===== src/rtl/exp_ctrl_pkg.sv =====
// -----------------------------------------------------------------------------
// exp_ctrl_pkg
// Shared definitions for the exp range-reduction controller:
//   - state_t : controller FSM states
//   - DATA_W  : operand / kernel-argument width ({0,8} fraction)
//   - RES_W   : result width ({2,8} fixed point)
//   - THRESH  : reduction threshold, 0.75 in {0,8}
//   - E_CONST : e in {2,8} (2.71875)
// -----------------------------------------------------------------------------
package exp_ctrl_pkg;

    localparam int unsigned DATA_W = 8;
    localparam int unsigned RES_W  = 10;

    localparam logic [DATA_W-1:0] THRESH  = 8'd192;
    localparam logic [RES_W-1:0]  E_CONST = 10'd696;

    typedef enum logic [2:0] {
        IDLE  = 3'd0,
        ISSUE = 3'd1,
        WAIT  = 3'd2,
        SCALE = 3'd3,
        DONE  = 3'd4
    } state_t;

endpackage


===== src/rtl/exp_range_ctrl_npp_if.sv =====
// -----------------------------------------------------------------------------
// exp_range_ctrl_npp_if
// Bundles the three handshakes around the controller:
//   operand : x, x_valid (in), x_ready (out)
//   kernel  : k_data, k_sign, k_valid (out), k_result, k_result_valid (in)
//   result  : y, y_valid (out), y_ready (in)
// Modports:
//   master : controller side (drives x_ready, kernel request, result)
//   slave  : environment side (operand source, kernel, result sink)
// -----------------------------------------------------------------------------
interface exp_range_ctrl_npp_if;
    import exp_ctrl_pkg::*;

    logic [DATA_W-1:0] x;
    logic              x_valid;
    logic              x_ready;

    logic [DATA_W-1:0] k_data;
    logic              k_sign;
    logic              k_valid;
    logic [RES_W-1:0]  k_result;
    logic              k_result_valid;

    logic [RES_W-1:0]  y;
    logic              y_valid;
    logic              y_ready;

    modport master (
        input  x, x_valid, k_result, k_result_valid, y_ready,
        output x_ready, k_data, k_sign, k_valid, y, y_valid
    );

    modport slave (
        output x, x_valid, k_result, k_result_valid, y_ready,
        input  x_ready, k_data, k_sign, k_valid, y, y_valid
    );

endinterface


===== src/rtl/exp_scale_e.sv =====
// -----------------------------------------------------------------------------
// exp_scale_e
// Purely combinational rescale of a kernel result by e:
//   p = i_r * E_CONST  ({2,8} x {2,8} -> {4,16}, 20 bits)
//   o_y = p[17:8], saturated to all-ones when p[19:18] is non-zero.
// Ports:
//   i_r : kernel result, {2,8}
//   o_y : rescaled result, {2,8}
// -----------------------------------------------------------------------------
module exp_scale_e
    import exp_ctrl_pkg::*;
(
    input  logic [RES_W-1:0] i_r,
    output logic [RES_W-1:0] o_y
);

    logic [2*RES_W-1:0] w_p;

    assign w_p = (2*RES_W)'(i_r) * (2*RES_W)'(E_CONST);

    // Integer part above two bits cannot be represented in {2,8}.
    assign o_y = (w_p[19:18] != 2'b00) ? '1 : w_p[17:8];

endmodule


===== src/rtl/exp_range_ctrl_npp.sv =====
// -----------------------------------------------------------------------------
// exp_range_ctrl_npp
// Front-end/back-end controller for the non-pipelined exp kernel.
// Accepts x in [0,1), reduces x > 0.75 to t = x - 1 (sent as |t| with sign),
// issues a one-cycle kernel request, waits for the kernel result and, when x
// was reduced, multiplies the result by e. Returns e^x in {2,8}.
// Ports:
//   clk   : clock
//   rst_n : asynchronous active-low reset
//   bus   : exp_range_ctrl_npp_if.master (operand, kernel and result handshakes)
// -----------------------------------------------------------------------------
module exp_range_ctrl_npp
    import exp_ctrl_pkg::*;
(
    input  logic                    clk,
    input  logic                    rst_n,
    exp_range_ctrl_npp_if.master    bus
);

    state_t            r_state;
    state_t            w_next;

    logic [DATA_W-1:0] r_x;
    logic              r_red;
    logic [RES_W-1:0]  r_res;
    logic [RES_W-1:0]  r_y;
    logic              r_y_valid;

    logic [DATA_W-1:0] w_neg_x;
    logic [RES_W-1:0]  w_scaled;

    exp_scale_e u_scale (
        .i_r (r_res),
        .o_y (w_scaled)
    );

    // |x - 1| in {0,8}: 256 - x, low 8 bits.
    assign w_neg_x = DATA_W'(9'h100 - {1'b0, r_x});

    // State register
    always_ff @(posedge clk or negedge rst_n) begin
        if (!rst_n) begin
            r_state <= IDLE;
        end else begin
            r_state <= w_next;
        end
    end

    // Next-state logic
    always_comb begin
        w_next = r_state;
        case (r_state)
            IDLE:    if (bus.x_valid)         w_next = ISSUE;
            ISSUE:                            w_next = WAIT;
            WAIT:    if (bus.k_result_valid)  w_next = r_red ? SCALE : DONE;
            SCALE:                            w_next = DONE;
            DONE:    if (bus.y_ready)         w_next = IDLE;
            default:                          w_next = IDLE;
        endcase
    end

    // Datapath registers
    always_ff @(posedge clk or negedge rst_n) begin
        if (!rst_n) begin
            r_x       <= '0;
            r_red     <= 1'b0;
            r_res     <= '0;
            r_y       <= '0;
            r_y_valid <= 1'b0;
        end else begin
            case (r_state)
                IDLE: begin
                    if (bus.x_valid) begin
                        r_x   <= bus.x;
                        r_red <= (bus.x > THRESH);
                    end
                end
                WAIT: begin
                    if (bus.k_result_valid) begin
                        if (r_red) begin
                            r_res <= bus.k_result;
                        end else begin
                            r_y       <= bus.k_result;
                            r_y_valid <= 1'b1;
                        end
                    end
                end
                SCALE: begin
                    r_y       <= w_scaled;
                    r_y_valid <= 1'b1;
                end
                DONE: begin
                    if (bus.y_ready) begin
                        r_y_valid <= 1'b0;
                    end
                end
                default: ;
            endcase
        end
    end

    // Outputs. x_ready is gated by rst_n so it reads 0 while reset is held
    // even though the state register already sits in IDLE.
    always_comb begin
        bus.x_ready = (r_state == IDLE) && rst_n;
        bus.k_valid = 1'b0;
        bus.k_data  = '0;
        bus.k_sign  = 1'b0;
        if (r_state == ISSUE) begin
            bus.k_valid = 1'b1;
            bus.k_data  = r_red ? w_neg_x : r_x;
            bus.k_sign  = r_red;
        end
        bus.y       = r_y;
        bus.y_valid = r_y_valid;
    end

endmodule


===== src/flat_wrapper.sv =====
// flat-port wrapper written by rule: the top's interface ports become plain ports
module exp_range_ctrl_npp_flat import exp_ctrl_pkg::*;
  (clk, rst_n, bus_x, bus_x_valid, bus_k_result, bus_k_result_valid, bus_y_ready, bus_x_ready, bus_k_data, bus_k_sign, bus_k_valid, bus_y, bus_y_valid);
  exp_range_ctrl_npp_if bus_i ();
  input  logic clk;
  input  logic rst_n;
  input wire logic [$bits(bus_i.x)-1:0] bus_x;
  input wire logic [$bits(bus_i.x_valid)-1:0] bus_x_valid;
  input wire logic [$bits(bus_i.k_result)-1:0] bus_k_result;
  input wire logic [$bits(bus_i.k_result_valid)-1:0] bus_k_result_valid;
  input wire logic [$bits(bus_i.y_ready)-1:0] bus_y_ready;
  output wire logic [$bits(bus_i.x_ready)-1:0] bus_x_ready;
  output wire logic [$bits(bus_i.k_data)-1:0] bus_k_data;
  output wire logic [$bits(bus_i.k_sign)-1:0] bus_k_sign;
  output wire logic [$bits(bus_i.k_valid)-1:0] bus_k_valid;
  output wire logic [$bits(bus_i.y)-1:0] bus_y;
  output wire logic [$bits(bus_i.y_valid)-1:0] bus_y_valid;
  assign bus_i.x = bus_x;
  assign bus_i.x_valid = bus_x_valid;
  assign bus_i.k_result = bus_k_result;
  assign bus_i.k_result_valid = bus_k_result_valid;
  assign bus_i.y_ready = bus_y_ready;
  assign bus_x_ready = bus_i.x_ready;
  assign bus_k_data = bus_i.k_data;
  assign bus_k_sign = bus_i.k_sign;
  assign bus_k_valid = bus_i.k_valid;
  assign bus_y = bus_i.y;
  assign bus_y_valid = bus_i.y_valid;
  exp_range_ctrl_npp u_core (.clk(clk), .rst_n(rst_n), .bus(bus_i));
endmodule

===== config.mk =====
export PLATFORM = sky130hd
export DESIGN_NAME = exp_range_ctrl_npp_flat
export DESIGN_NICKNAME = d
export VERILOG_FILES = /design/src/rtl/exp_ctrl_pkg.sv /design/src/rtl/exp_range_ctrl_npp_if.sv /design/src/rtl/exp_scale_e.sv /design/src/rtl/exp_range_ctrl_npp.sv /design/src/flat_wrapper.sv
export SDC_FILE = /design/constraint.sdc
export NUM_CORES = 1
export LEC_CHECK = 0
export CAP_MARGIN = 30
export CORE_MARGIN = 2
export CORE_UTILIZATION = 30
export DETAILED_ROUTE_END_ITERATION = 8
export PLACE_DENSITY = 0.6
export SYNTH_ARGS = -nofsm -noshare
export SYNTH_HDL_FRONTEND = slang
export SYNTH_SLANG_ARGS = --single-unit

===== constraint.sdc =====
create_clock -name clk -period 6.48 [get_ports clk]
set_clock_uncertainty 0.2 [all_clocks]
set_input_delay 1.296 -clock clk [delete_from_list [all_inputs] [get_ports clk]]
set_output_delay 1.296 -clock clk [all_outputs]
set_load 0.03 [all_outputs]

======== Word-level counts from Yosys, hierarchy flattened ========
Index checks and enable logic that the tools add are counted.
word-level totals
  bits in registers ....................... 33
  bits in latches ......................... 0
  RAM bits ................................ 0
  memory bits (read-only) ................. 0
  output and inout bits ................... 22
  word-level logic and storage cells ...... 44
  memories kept ........................... 0
operators by class
  add/sub/neg operators ................... 1
  multipliers ............................. 1
  div/mod/pow operators ................... 0
  order comparisons ....................... 1
  equal/unequal tests ..................... 8
  shift operators ......................... 0
  mux-type cells .......................... 17
  bitwise operators ....................... 0
  reductions and logical operators ........ 10
operator list
  operator               count
  $mux 10                3
  $pmux 10 s2            1
  $mul 10x7->17 const B  1
  $mux 8                 2
  $pmux 3 s5             1
  $mux 3                 4
  $reduce_and 3->1       3
  $gt 8x8->1 const B     1
  $ne 2x2->1 const B     4
  $sub 1x8->8 const A    1
  $eq 3x2->1 const B     2
  $mux 1                 5
  $reduce_and 4->1       1
  $reduce_bool 2->1      2
  $eq 3x1->1 const B     1
  $eq 3x3->1 const B     1
  $logic_not 3->1        1
  $pmux 1 s3             1
  $reduce_bool 3->1      1
  $reduce_and 2->1       1
  $logic_and 1x1->1      1

======== Longest topological paths before layout ========
  depth after elaboration ................. 4
  depth in mapped cells ................... 17
  gate-level depth less buffers ........... 16

======== Modules after synthesis ========
A second synthesis with hierarchy kept.
unflattened totals
  cells, all modules ...................... 321
  area, all modules ....................... 3,330.7 sq um
by module, submodules not included
  module              instances  cells an instance  area each (sq um)  seq. area each (sq um)
  exp_range_ctrl_npp  1          138                1,716.6            825.8
  exp_scale_e         1          183                1,614.0            0.0

======== Worst setup path before layout ========
OpenSTA, ideal clock, no wires.
  kind .................................... register to register
  start point ............................. reg u_core.r_res[3]
  end point ............................... reg u_core.r_y[6], in the netlist u_core.bus.y[6]
  setup time .............................. 0.118 ns
  data arrival time ....................... 4.186 ns
  required time ........................... 6.162 ns
  path slack .............................. 1.976 ns
  stages on the path, launching flop included .. 16
  clock period less this slack ............ 4.504 ns
  cells stage by stage .................... dfrtp_1 > ha_1 > fa_1 > fa_1 > inv_1 > fa_1 > inv_1 > ha_1 > buf_6 > a21oi_1 > o21ai_0 > a221o_1 > a311o_2 > a22oi_4 > a21oi_1 > a21o_1
on the way
  longest elaborated chain between the ends .. 4
RTL lines
  element                 line                      RTL
  from (decl)             exp_range_ctrl_npp.sv:25  logic [RES_W-1:0] r_res;
  from (signal assigned)  exp_range_ctrl_npp.sv:81  r_res <= bus.k_result;
  $mul 10x7->17 (*)       exp_scale_e.sv:19         assign w_p = (2*RES_W)'(i_r) * (2*RES_W)'(E_CONST);
  $reduce_bool 2->1       exp_scale_e.sv:22         assign o_y = (w_p[19:18] != 2'b00) ? '1 : w_p[17:8];
  $mux 10 (*)             exp_scale_e.sv:22
  $pmux 10 s2 (*)         exp_range_ctrl_npp.sv:71  case (r_state)
  to (signal assigned)    exp_range_ctrl_npp.sv:83  r_y <= bus.k_result;
  to (signal assigned)    exp_range_ctrl_npp.sv:89  r_y <= w_scaled;
  to (decl)               exp_range_ctrl_npp.sv:26  logic [RES_W-1:0] r_y;
Mark *: on every way between the ends. The rest lies on a longest branch, timed or not.
A chain may end at the register's enable or synchronous reset.

======== Worst setup path in the final report ========
  start point ............................. reg u_core.r_res[3]
  end point ............................... reg u_core.r_y[9], in the netlist u_core.bus.y[9]
Same word-level chain as after synthesis.

==> results.ini <==
[run_status]
outcome = complete, no violations

[detailed_routing]
drtAntennaViolNets = 0
vias = 2441
wl_per_cell_um = 15.0
drc = 0
wl_mm = 7.51
avgViaCountPerCell = 4.86
first_pass_iters = 4
initialDrtViolationCount = 175

[critical_path]
worstSetupPathType = register to register
reg2reg_from = u_core.r_res[3]$_DFFE_PN0P_
startpoint_type = register
startpoint = u_core.r_res[3]$_DFFE_PN0P_
required_ps = 6470
end_kind = register
cp_max_fo = 10
cp.arrival_ps = 4820

[synth]
synth_top_family_by_area = adder cells
synth_area_um2 = 3100
muxShareOfSynthArea = 0.0465
synth_edf_count = 0
synth-seq-area-share = 0.267
syn-num-nets = 412
ys_ff_latch = 33
synth-xor-area-share = 0.0424
synth_warnings = 0
syn-instance-count = 321
synth_flop_cell = dfrtp_1
synth.avg_cell_area_um2 = 9.65
synthAdderAreaFrac = 0.321
yosysUniqueCellTypes = 42
synth_compound_area_frac = 0.152
synth_async_sr_flop_share = 1.00
synth-simple-area-share = 0.109

[timing]
period_share = 0.747
tightest_slew_ps = 760
finalHoldViolCount = 0
slew_headroom = 0.493
rsz0062_at_grt = no
fmax_mhz = 207
setup_tns_ps = 0
setup_viol = 0
slew_violations = 0
period_minus_slack_ps = 4840

[grt]
grt_use_total = 0.143
grt_pass1_vias = 2559
grt_pass1_wl_mm = 12.8
grt_max_degree = 35
grt_overflow = 0
grt_antenna_before_repair = 0

[placed_design]
hpwl_mm = 6.10
port_buffers = 44
gp_congestion = 0.924

[clock_tree]
post_cts_buffers = 0
cts_tree = yes
cts_hold_buffers = 0
htreeDepth = 2
clock_path_buffers = 2
cts_buffers = 5
cts_resized = 0
clock-sinks = 33
clockRootBuffer = clkbuf_8
clkSlewWorstSetupHoldPaths_ps = 70
clk_latency_ps = 290

[final_layout]
fin_nets = 456
diodes = 0
drive_above_1_share = 0.0710
synthToLayoutAreaGrowth_pct = 22.9

[worst_hold_path]
hold_path.startpoint = u_core.bus.y[8]$_DFFE_PN0P_
hp-class = register to register

[flow_run]
maxCapViolCount = 0

[floorplanning]
fp.dieH_um = 106
die_area_um2 = 11200
core_area_um2 = 10200
rows = 37
initial_core_util = 0.304
io_pins = 45
die_w_um = 106

cells in the mapped netlist, types with 2 or more instances:
cell | number | area share
nand2_1 | 18 | 0.022
xor2_1 | 9 | 0.025
a21o_1 | 5 | 0.012
o22a_1 | 2 | 0.0057
and2_1 | 4 | 0.0081
nand3_1 | 3 | 0.0048
a21oi_1 | 23 | 0.037
a31oi_1 | 4 | 0.0081
or3_1 | 8 | 0.016
mux2_2 | 11 | 0.040
o21bai_1 | 2 | 0.0048
mux2i_1 | 2 | 0.0065
a221o_1 | 2 | 0.0065
dfrtp_1 | 33 | 0.27
fa_1 | 19 | 0.12
inv_1 | 41 | 0.050
o31ai_1 | 2 | 0.0048
nor2b_1 | 5 | 0.010
nor3_1 | 4 | 0.0065
ha_1 | 49 | 0.20
and3_1 | 2 | 0.0040
xnor2_1 | 6 | 0.017
clkbuf_1 | 8 | 0.0097
o21ai_0 | 26 | 0.042
nor2_1 | 16 | 0.019
critical path, stage by stage, from the launching register on:
cell	delay (ps)
dfrtp_1	460
ha_1	350
fa_1	520
fa_1	550
inv_1	50
fa_1	500
inv_1	40
ha_1	380
a21oi_1	170
o21ai_0	140
a221o_1	380
a311o_2	390
a22oi_4	290
a21oi_1	130
a21o_1	170
stage by stage:
step | cell area (um^2) | util | cells | hold slack (ps) | worst slack [ps]
2_1_floorplan | 3100 | - | 321 | 286 | 1980
3_3_place_gp | 3660 | 0.359 | 492 | 279 | 1790
3_5_place_dp | 3670 | 0.361 | 494 | 270 | 1720
4_1_cts | 3810 | 0.374 | 502 | 300 | 1690
5_1_grt | 3810 | 0.374 | 502 | 320 | 1440
6_report | 3810 | 0.374 | 502 | 295 | 1640
state kept, by name, indices dropped and copies added, names as in the netlist:
signal              cells
u_core.r_state          3
u_core.bus.y_valid      1
u_core.r_x              8
u_core.bus.y           10
u_core.r_red            1
u_core.r_res           10
final cells by class:
class	count	area, um^2
Tap cell	136	170
Clock buffer	5	68.8
Timing Repair Buffer	46	448
Multi-Input combinational cell	238	2080
Fill cell	1036	6380
Inverter	41	154
Clock inverter	3	65.1
Sequential cell	33	826
cells in the final DEF (no fill, tap or decap), drive strengths merged, types with 11 or more instances in the layout:
cell / n
ha: 49
clkdlybuf4s50: 43
inv: 41
dfrtp: 33
o21ai: 26
a21oi: 23
fa: 19
nand2: 18
nor2: 16
mux2: 11
final timing paths:
check                                              end  slack [ps]  depth (start not counted)
max in group asynchronous  u_core.bus.y[8]$_DFFE_PN0P_        4730                          1
min in group asynchronous  u_core.r_res[2]$_DFFE_PN0P_         870                          1
min                        u_core.bus.y[8]$_DFFE_PN0P_         300                          1
min reg2reg                u_core.bus.y[8]$_DFFE_PN0P_         300                          1
max reg2reg                u_core.bus.y[9]$_DFFE_PN0P_        1640                         14
max                        u_core.bus.y[9]$_DFFE_PN0P_        1640                         14
per-layer routing:
metal  track usage  routed length [um]  vias up
li1              -                   -     1206
met1         0.196                3550     1163
met2         0.229                3510       59
met3        0.0192                 271       13
met4        0.0517                 178        0
met5             0                   0        -
kinds of logic after synthesis:
| kind of cell | Yosys count |
|---|---|
| buffers and inverters | 50 |
| muxes | 13 |
| xor gates and xnor gates | 15 |
| adders and majority gates | 68 |
| DFF | 33 |
| AOI/OAI and AO/OA | 75 |
| and+or+nand+nor | 67 |
Power is not shown: default switching activity piles up to over one toggle a cycle in this logic, so the estimate is an artifact.
